`src/rtl/ubti_pkg.sv`:
```
// Shared types and constants for the uBlock two-share S-layer feeder.
package ubti_pkg;

  localparam int unsigned STATE_W          = 64;
  localparam int unsigned NIBBLES          = 16;
  localparam int unsigned SBOX_LAT_DEFAULT = 2;

  typedef enum logic [1:0] {
    IDLE = 2'd0,
    WAIT = 2'd1,
    DONE = 2'd2
  } state_t;

  // Unmasked uBlock 4-bit S-box, indexed by input nibble
  localparam logic [3:0] SBOX_TABLE [16] = '{
    4'h7, 4'h4, 4'h9, 4'hC, 4'hB, 4'hA, 4'hD, 4'h8,
    4'hF, 4'hE, 4'h1, 4'h6, 4'h0, 4'h3, 4'h2, 4'h5
  };

  function automatic logic [3:0] sbox4(input logic [3:0] x);
    return SBOX_TABLE[x];
  endfunction

endpackage

```
`src/rtl/shared_s_box_array.sv`:
```
// Two-share S-layer over 16 nibbles; output shares are re-split with guard
// nibbles taken from neighbouring share-0 nibbles, then delayed LAT registers.
module shared_s_box_array
  import ubti_pkg::*;
#(
  parameter int unsigned LAT = SBOX_LAT_DEFAULT
) (
  input  logic               clk,
  input  logic [STATE_W-1:0] sin0,
  input  logic [STATE_W-1:0] sin1,
  output logic [STATE_W-1:0] sout0,
  output logic [STATE_W-1:0] sout1
);

  logic [STATE_W-1:0] guard;
  logic [STATE_W-1:0] masked;
  logic [LAT-1:0][STATE_W-1:0] pipe0;
  logic [LAT-1:0][STATE_W-1:0] pipe1;

  always_comb begin
    guard = '0;
    for (int unsigned i = 0; i < NIBBLES; i++) begin
      guard[4*i +: 4] = sin0[4*((i + 1) % NIBBLES) +: 4]
                      ^ sin0[4*((i + NIBBLES - 1) % NIBBLES) +: 4];
    end
  end

  always_comb begin
    masked = '0;
    for (int unsigned i = 0; i < NIBBLES; i++) begin
      masked[4*i +: 4] = sbox4(sin0[4*i +: 4] ^ sin1[4*i +: 4]) ^ guard[4*i +: 4];
    end
  end

  // Pipeline is intentionally unreset; the feeder never captures stale data
  if (LAT == 1) begin : g_single
    always_ff @(posedge clk) begin
      pipe0 <= guard;
      pipe1 <= masked;
    end
  end else begin : g_deep
    always_ff @(posedge clk) begin
      pipe0 <= {pipe0[LAT-2:0], guard};
      pipe1 <= {pipe1[LAT-2:0], masked};
    end
  end

  assign sout0 = pipe0[LAT-1];
  assign sout1 = pipe1[LAT-1];

endmodule

```
`src/rtl/ubti_sbox_round_feeder.sv`:
```
// Handshake front end for the two-share S-layer: key addition into a stable
// input register, fixed-latency wait, then held output presentation.
module ubti_sbox_round_feeder
  import ubti_pkg::*;
#(
  parameter int unsigned SBOX_LAT = SBOX_LAT_DEFAULT
) (
  input  logic               clk,
  input  logic               rst,
  input  logic               in_valid,
  output logic               in_ready,
  input  logic [STATE_W-1:0] in_share0,
  input  logic [STATE_W-1:0] in_share1,
  input  logic [STATE_W-1:0] rk_share0,
  input  logic [STATE_W-1:0] rk_share1,
  output logic               out_valid,
  input  logic               out_ready,
  output logic [STATE_W-1:0] out_share0,
  output logic [STATE_W-1:0] out_share1
);

  localparam int unsigned         CNT_W   = 3;
  localparam logic [CNT_W-1:0]    LAT_CNT = CNT_W'(SBOX_LAT);

  state_t             state;
  state_t             state_nxt;
  logic               accept;
  logic               capture;
  logic [CNT_W-1:0]   cnt;
  logic [STATE_W-1:0] sin0;
  logic [STATE_W-1:0] sin1;
  logic [STATE_W-1:0] sout0;
  logic [STATE_W-1:0] sout1;

  shared_s_box_array #(
    .LAT (SBOX_LAT)
  ) u_sbox (
    .clk   (clk),
    .sin0  (sin0),
    .sin1  (sin1),
    .sout0 (sout0),
    .sout1 (sout1)
  );

  always_comb begin
    state_nxt = state;
    accept    = 1'b0;
    capture   = 1'b0;
    case (state)
      IDLE: begin
        if (in_valid) begin
          accept    = 1'b1;
          state_nxt = WAIT;
        end
      end
      WAIT: begin
        if (cnt == LAT_CNT) begin
          capture   = 1'b1;
          state_nxt = DONE;
        end
      end
      DONE: begin
        if (out_ready) begin
          state_nxt = IDLE;
        end
      end
      default: state_nxt = IDLE;
    endcase
  end

  always_ff @(posedge clk) begin
    if (rst) begin
      state <= IDLE;
    end else begin
      state <= state_nxt;
    end
  end

  // Shares stay in separate registers; sin* move only on accept or reset
  always_ff @(posedge clk) begin
    if (rst) begin
      in_ready   <= 1'b1;
      out_valid  <= 1'b0;
      sin0       <= '0;
      sin1       <= '0;
      cnt        <= '0;
      out_share0 <= '0;
      out_share1 <= '0;
    end else begin
      in_ready  <= (state_nxt == IDLE);
      out_valid <= (state_nxt == DONE);
      if (accept) begin
        sin0 <= in_share0 ^ rk_share0;
        sin1 <= in_share1 ^ rk_share1;
        cnt  <= '0;
      end else if ((state == WAIT) && !capture) begin
        cnt <= cnt + CNT_W'(1);
      end
      if (capture) begin
        out_share0 <= sout0;
        out_share1 <= sout1;
      end
    end
  end

endmodule
```
`config.mk`:
```
export PLATFORM = sky130hd
export DESIGN_NAME = ubti_sbox_round_feeder
export DESIGN_NICKNAME = d
export VERILOG_FILES = /design/src/rtl/ubti_pkg.sv /design/src/rtl/shared_s_box_array.sv /design/src/rtl/ubti_sbox_round_feeder.sv
export SDC_FILE = /design/constraint.sdc
export NUM_CORES = 1
export LEC_CHECK = 0
export BUFFER_PORTS_ARGS = -buffer_cell sky130_fd_sc_hd__buf_2
export CELL_PAD_IN_SITES_DETAIL_PLACEMENT = 1
export CELL_PAD_IN_SITES_GLOBAL_PLACEMENT = 1
export CORE_MARGIN = 2
export CORE_UTILIZATION = 31
export DETAILED_ROUTE_END_ITERATION = 7
export PLACE_DENSITY_LB_ADDON = 0.1
export RECOVER_POWER = 25
export SYNTH_ARGS = -nofsm -noshare
export SYNTH_HDL_FRONTEND = slang
export SYNTH_HIERARCHICAL = 1
export SYNTH_SLANG_ARGS = --single-unit
export TNS_END_PERCENT = 100
```
`constraint.sdc`:
```
create_clock -name clk -period 2.2 [get_ports clk]
set_input_delay 0.22 -clock clk [delete_from_list [all_inputs] [get_ports clk]]
set_output_delay 0.22 -clock clk [all_outputs]
set_load 0.02 [all_outputs]
```
### Word-level counts from Yosys, hierarchy flattened

Memories as Yosys holds them, arrays and structs flattened.
Cells that the tools add are included.
W data, S select, Z words.

| word-level totals | value |
|---|---|
| bits in registers | 519 |
| ROM bits | 1,024 |
| input bits | 260 |
| output and inout port bits | 130 |
| logic and storage cells | 160 |
| memories | 16 |

Memory list:

| name | depth | bits a word | read ports | clocked after memory_dff | write ports | RTL line | RTL |
|---|---|---|---|---|---|---|---|
| (no name shown) | 16 | 4 | 1 | 0 | 0 | ubti_pkg.sv:21 | `return SBOX_TABLE[x];` |
| (no name shown) | 16 | 4 | 1 | 0 | 0 | ubti_pkg.sv:21 |  |
| (no name shown) | 16 | 4 | 1 | 0 | 0 | ubti_pkg.sv:21 |  |
| (no name shown) | 16 | 4 | 1 | 0 | 0 | ubti_pkg.sv:21 |  |
| (no name shown) | 16 | 4 | 1 | 0 | 0 | ubti_pkg.sv:21 |  |
| (no name shown) | 16 | 4 | 1 | 0 | 0 | ubti_pkg.sv:21 |  |
| +10 memories | -- | -- | -- | -- | -- | -- |  |

| operators by class | value |
|---|---|
| add/subtract/negate cells | 1 |
| magnitude comparators | 16 |
| equal/unequal tests | 4 |
| multiplexer cells | 40 |
| bitwise logic cells | 66 |
| reduce and logical (&&, ||, !) cells | 5 |

Operator list:

| cell | count |
|---|---|
| $xor A4 B4 Y4 | 48 |
| $mux W4 | 32 |
| $xor A64 B64 Y64 | 2 |
| $ge A5 B5 Y1 const B | 16 |
| $not A4 Y5 | 16 |
| $mux W2 | 3 |
| $pmux W2 S3 | 1 |
| $eq A2 B2 Y1 const B | 2 |
| $logic_not A2 Y1 | 2 |
| $mux W1 | 4 |
| $add A3 B1 Y3 const B | 1 |
| $eq A3 B2 Y1 const B | 1 |
| $eq A2 B1 Y1 const B | 1 |
| $reduce_or A2 Y1 | 1 |
| $logic_and A1 B1 Y1 | 1 |
| $logic_not A1 Y1 | 1 |

### Depth between registers and ports, before layout

| depth | value |
|---|---|
| depth in word-level cells | 6 |
| depth in mapped cells | 7 |
| gate-level depth less buffers | 5 |

### Hierarchy

Netlist, hierarchy kept.

Modules (own cells, without submodules):

| module | times used | cells each | area an instance (um^2) | sequential area each (um^2) |
|---|---|---|---|---|
| ubti_sbox_round_feeder | 1 | 1,143 | 10,009.6 | 5,265.0 |
| shared_s_box_array | 1 | 810 | 9,347.7 | 5,124.9 |

### Least setup slack after synthesis

Ideal clock, no wire load.

| timing path | value |
|---|---|
| path type | reg2reg |
| start point | register cnt[0] |
| end point | register out_share0[20] |
| library setup time | 0.132 ns |
| data arrival time | 1.247 ns |
| data required time | 2.068 ns |
| slack | 0.821 ns |
| cell stages (with the launch flop) | 8 |
| buffers on the path | 2 |
| period minus slack after synthesis | 1.379 ns |
| cells stage by stage | dfxtp_1 -> inv_1 -> ha_1 -> and4bb_2 -> buf_2 -> buf_2 -> nand2_1 -> a21oi_1 |

| on the way | value |
|---|---|
| cells in the longest elaborated chain, start to end | 3 |

RTL lines:

| element | RTL line | RTL |
|---|---|---|
| from (decl) | ubti_sbox_round_feeder.sv:29 | `logic [CNT_W-1:0] cnt;` |
| from (signal assigned) | ubti_sbox_round_feeder.sv:97 | `cnt <= cnt + CNT_W'(1);` |
| $eq A3 B2 Y1 | ubti_sbox_round_feeder.sv:57 | `if (cnt == LAT_CNT) begin` |
| $mux W1 | ubti_sbox_round_feeder.sv:57 |  |
| $mux W1 | ubti_sbox_round_feeder.sv:49 | `case (state)` |
| to (signal assigned) | ubti_sbox_round_feeder.sv:100 | `out_share0 <= sout0;` |
| to (decl) | ubti_sbox_round_feeder.sv:18 | `output logic [STATE_W-1:0] out_share0,` |

Every way passes these cells.
A chain may end at the register's enable or synchronous reset.

### Worst setup path in the final report

| timing path | value |
|---|---|
| start point | register cnt[0] |
| end point | register out_share0[21] |

Same word-level chain as after synthesis.

==> flow_summary.toml <==
[outcome]
status = "finished, final reports clean"

[floorplanning]
die_y_um = 254
dieArea_mm2 = 0.0645
initial_core_util_pct = 31.4
row_count = 91
die_w_um = 254
num_io_pins = 390
placeableCoreArea_mm2 = 0.0617

[pwr]
powerDensity_mw_per_mm2 = 1020
switching_share_pct = 25.1
power.internal_uw = 19400
ir_worst_vdd_uv = 558
power_frac_comb_pct = 14.9
pwr-share-clk_pct = 38.3
p_leak_uw = 0.0104
p_seq_share_pct = 46.8
switching_power_uw = 6500

[critical_path]
r2r_start = "cnt[0]"
worstPathArrival_ns = 2.35
ff2ff_setup_slack_ns = 0.30
crit_path_start_kind = "flop"
crit_end = "out_share0[21]"
startpoint = "cnt[0]"
crit_required_ns = 2.64
r2r_cells = 6
critPathKind = "reg2reg"
end_kind = "flop"
timing.rr.end = "out_share0[21]"
cp_max_fo = 49

[yosys]
syn-num-nets = 2215
synth_area_leaders = "dfxtp_1 (54%), xnor2_1 (11%), nand2_1 (5.7%), buf_4 (5.0%), a211oi_1 (5.0%)"
synth_seq_area_share_pct = 53.7
postSynthCellCount = 1953
synthArstFlopShare_pct = 0
ys_ff_latch = 519
yosys-top-cells-count = "dfxtp_1 (519), nand2_1 (296), xnor2_1 (233), a21oi_1 (163), nor2_1 (161)"
synth_top_area_cell = "dfxtp_1"
synth-edff-count = 0
yosysMostFrequentCell = "dfxtp_1"
syn_area_mm2 = 0.0194
synth_ff_type = "dfxtp_1"
yosysWarnings = 6
yosysTopAreaCellShare_pct = 53.7
ys_types = 38
syn_area_per_cell_um2 = 9.91

[timing]
slew_violations = 0
layout_min_cycle_time_ns = 1.90
tightest_slew_ns = 0.595
finalSetupViolations = 0
rsz0062_at_grt = "false"
relSlewSlack_pct = 60.3
max_freq_mhz = 525
tns_ns = 0
period_share_pct = 86.5
finClkSkew_ns = 0.0121
layout_setup_ws_ns = 0.296
hold_viol_final = 0

[global_routing]
grt_antenna_before_repair = 0
grt_usage_pct = 15.9
grt_pass1_wl_um = 80600
grt_pass1_vias = 14900
grt_max_degree = 111
overflow = 0

[cts]
cts_root_buf = "clkbuf_16"
tritoncts = "built"
path_clk_slew_ns = 0.06
cts.sinks = 519
clockBufferDepth = 3
htree_levels = 2
cts_resized = 0
cts_buffers = 56
insertion_delay_ns = 0.58

[drt]
drcViolationCount = 0
vias = 14300
dr.pass1.iters = 4
via_per_inst = 4.34
antenna_left = 0
drt-initial-drc-count = 360
wl_um = 51700
wire_per_inst_um = 15.7

[final_layout]
antennaDiodeCount = 0
syn2layout_area_growth_pct = 30.9
fin_nets = 2674
final_layout_size_suffix_gt1_share_pct = 21.8

[run]
maxCapViolCount = 0

[placed_design]
finalWeightedCongestion = 0.753
dp_slack_ns = 0.284
hpwlAfterDp_um = 36400
port_buffers = 389

[hold_path]
min_from = "in_share1[17]"
hold_path.class = "in2reg"
[sequential cells by signal, summed over array words and instances, names as in the netlist]
register,count
out_share0,64
u_sbox/sout0,64
out_share1,64
out_valid,1
u_sbox/sout1,64
u_sbox/pipe0,64
in_ready,1
u_sbox/pipe1,64
sin0,64
cnt,3
sin1,64
state,2
[layout make-up]
type	instances	area [um^2]
clock buffers	79	1660
clock inverters	23	320
fillers	6974	36400
inverters	6	22.5
multi-input cells	1214	7610
flip-flops and latches	519	10400
well taps	837	1050
repair buffers	615	4280
[cell usage in the layout, fill, tap and decap left out, types with 13 or more instances in the layout]
| cell type | Yosys | routed |
|---|---|---|
| buf_2 | 51 | 388 |
| a211oi_1 | 128 | 128 |
| o21ai_1 | 20 | 20 |
| a21oi_1 | 163 | 163 |
| dfxtp_1 | 519 | 519 |
| xor2_2 | 16 | 16 |
| clkinv_2 | 0 | 13 |
| xor2_1 | 108 | 108 |
| nor2_1 | 161 | 161 |
| clkbuf_8 | 0 | 16 |
| nand2_1 | 296 | 296 |
| o21ai_0 | 13 | 13 |
| dlygate4sd3_1 | 0 | 208 |
| xnor2_1 | 233 | 233 |
| clkbuf_16 | 0 | 57 |
[critical path, stage by stage, from the launching register on]
cell and delay [ns]:
dfxtp_1 0.31, inv_1 0.10, ha_1 0.28, nand4bb_4 0.46, buf_12 0.36, nand2_1 0.13
a21oi_1 0.07
[power groups by stage]
stage	Sequential, uW	Combinational [uW]	Clock, uW
global placement	12300	3390	0
global route	12400	4320	10700
finish	12100	3860	9920
detailed placement	12400	3480	0
CTS	12200	3920	10200
floorplan	12100	3520	0
[cells by family (layout without fill, tap and decap cells)]
kind of cell,count (synthesis),in the layout,synth area share [%]
mux,1,1,0.0517
simple gates,474,474,9.55
buf+inv,220,723,7.12
fa+ha+maj,2,2,0.129
compound gates,373,373,12.1
flops,519,519,53.7
xor+xnor,364,364,17.4
[per-stage QoR]
stage | hold WS, ns | util, % | area, um^2 | power (uW) | instances
floorplan | 0.310 | - | 19400 | 15600 | 1953
global placement | 0.310 | 34.5 | 21300 | 15700 | 2983
detailed placement | 0.313 | 34.5 | 21300 | 15900 | 2983
CTS | 0.000441 | 41.1 | 25300 | 26300 | 3293
global route | 0.00554 | 41.0 | 25300 | 27300 | 3293
finish | 0.0300 | 41.0 | 25300 | 25900 | 3293
[how the worst min path moves through the flow]
stage	endpoint	depth (start not counted)
after global routing	sin1[9]	3
after global placement	u_sbox/sout0[35]	0
after detailed placement	u_sbox/sout1[18]	0
after CTS	sin1[0]	3
final	sin1[17]	3
after floorplan	u_sbox/sout0[0]	0
[metal layers]
layer	up-vias	GRT usage [%]	share of wire, %
li1	7195	-	-
met1	6762	20.0	45
met2	272	28.0	49
met3	70	2.68	4.1
met4	0	4.52	2.2
met5	-	0	0
[what timing repair did]
| action | 4_1_cts | 5_1_grt |
|---|---|---|
| setup buffers | 0 | 0 |
| hold endpoints to repair | 105 | 0 |
| hold buffers | 208 | 0 |
No activity file was read; power rests on OpenSTA's default activity.
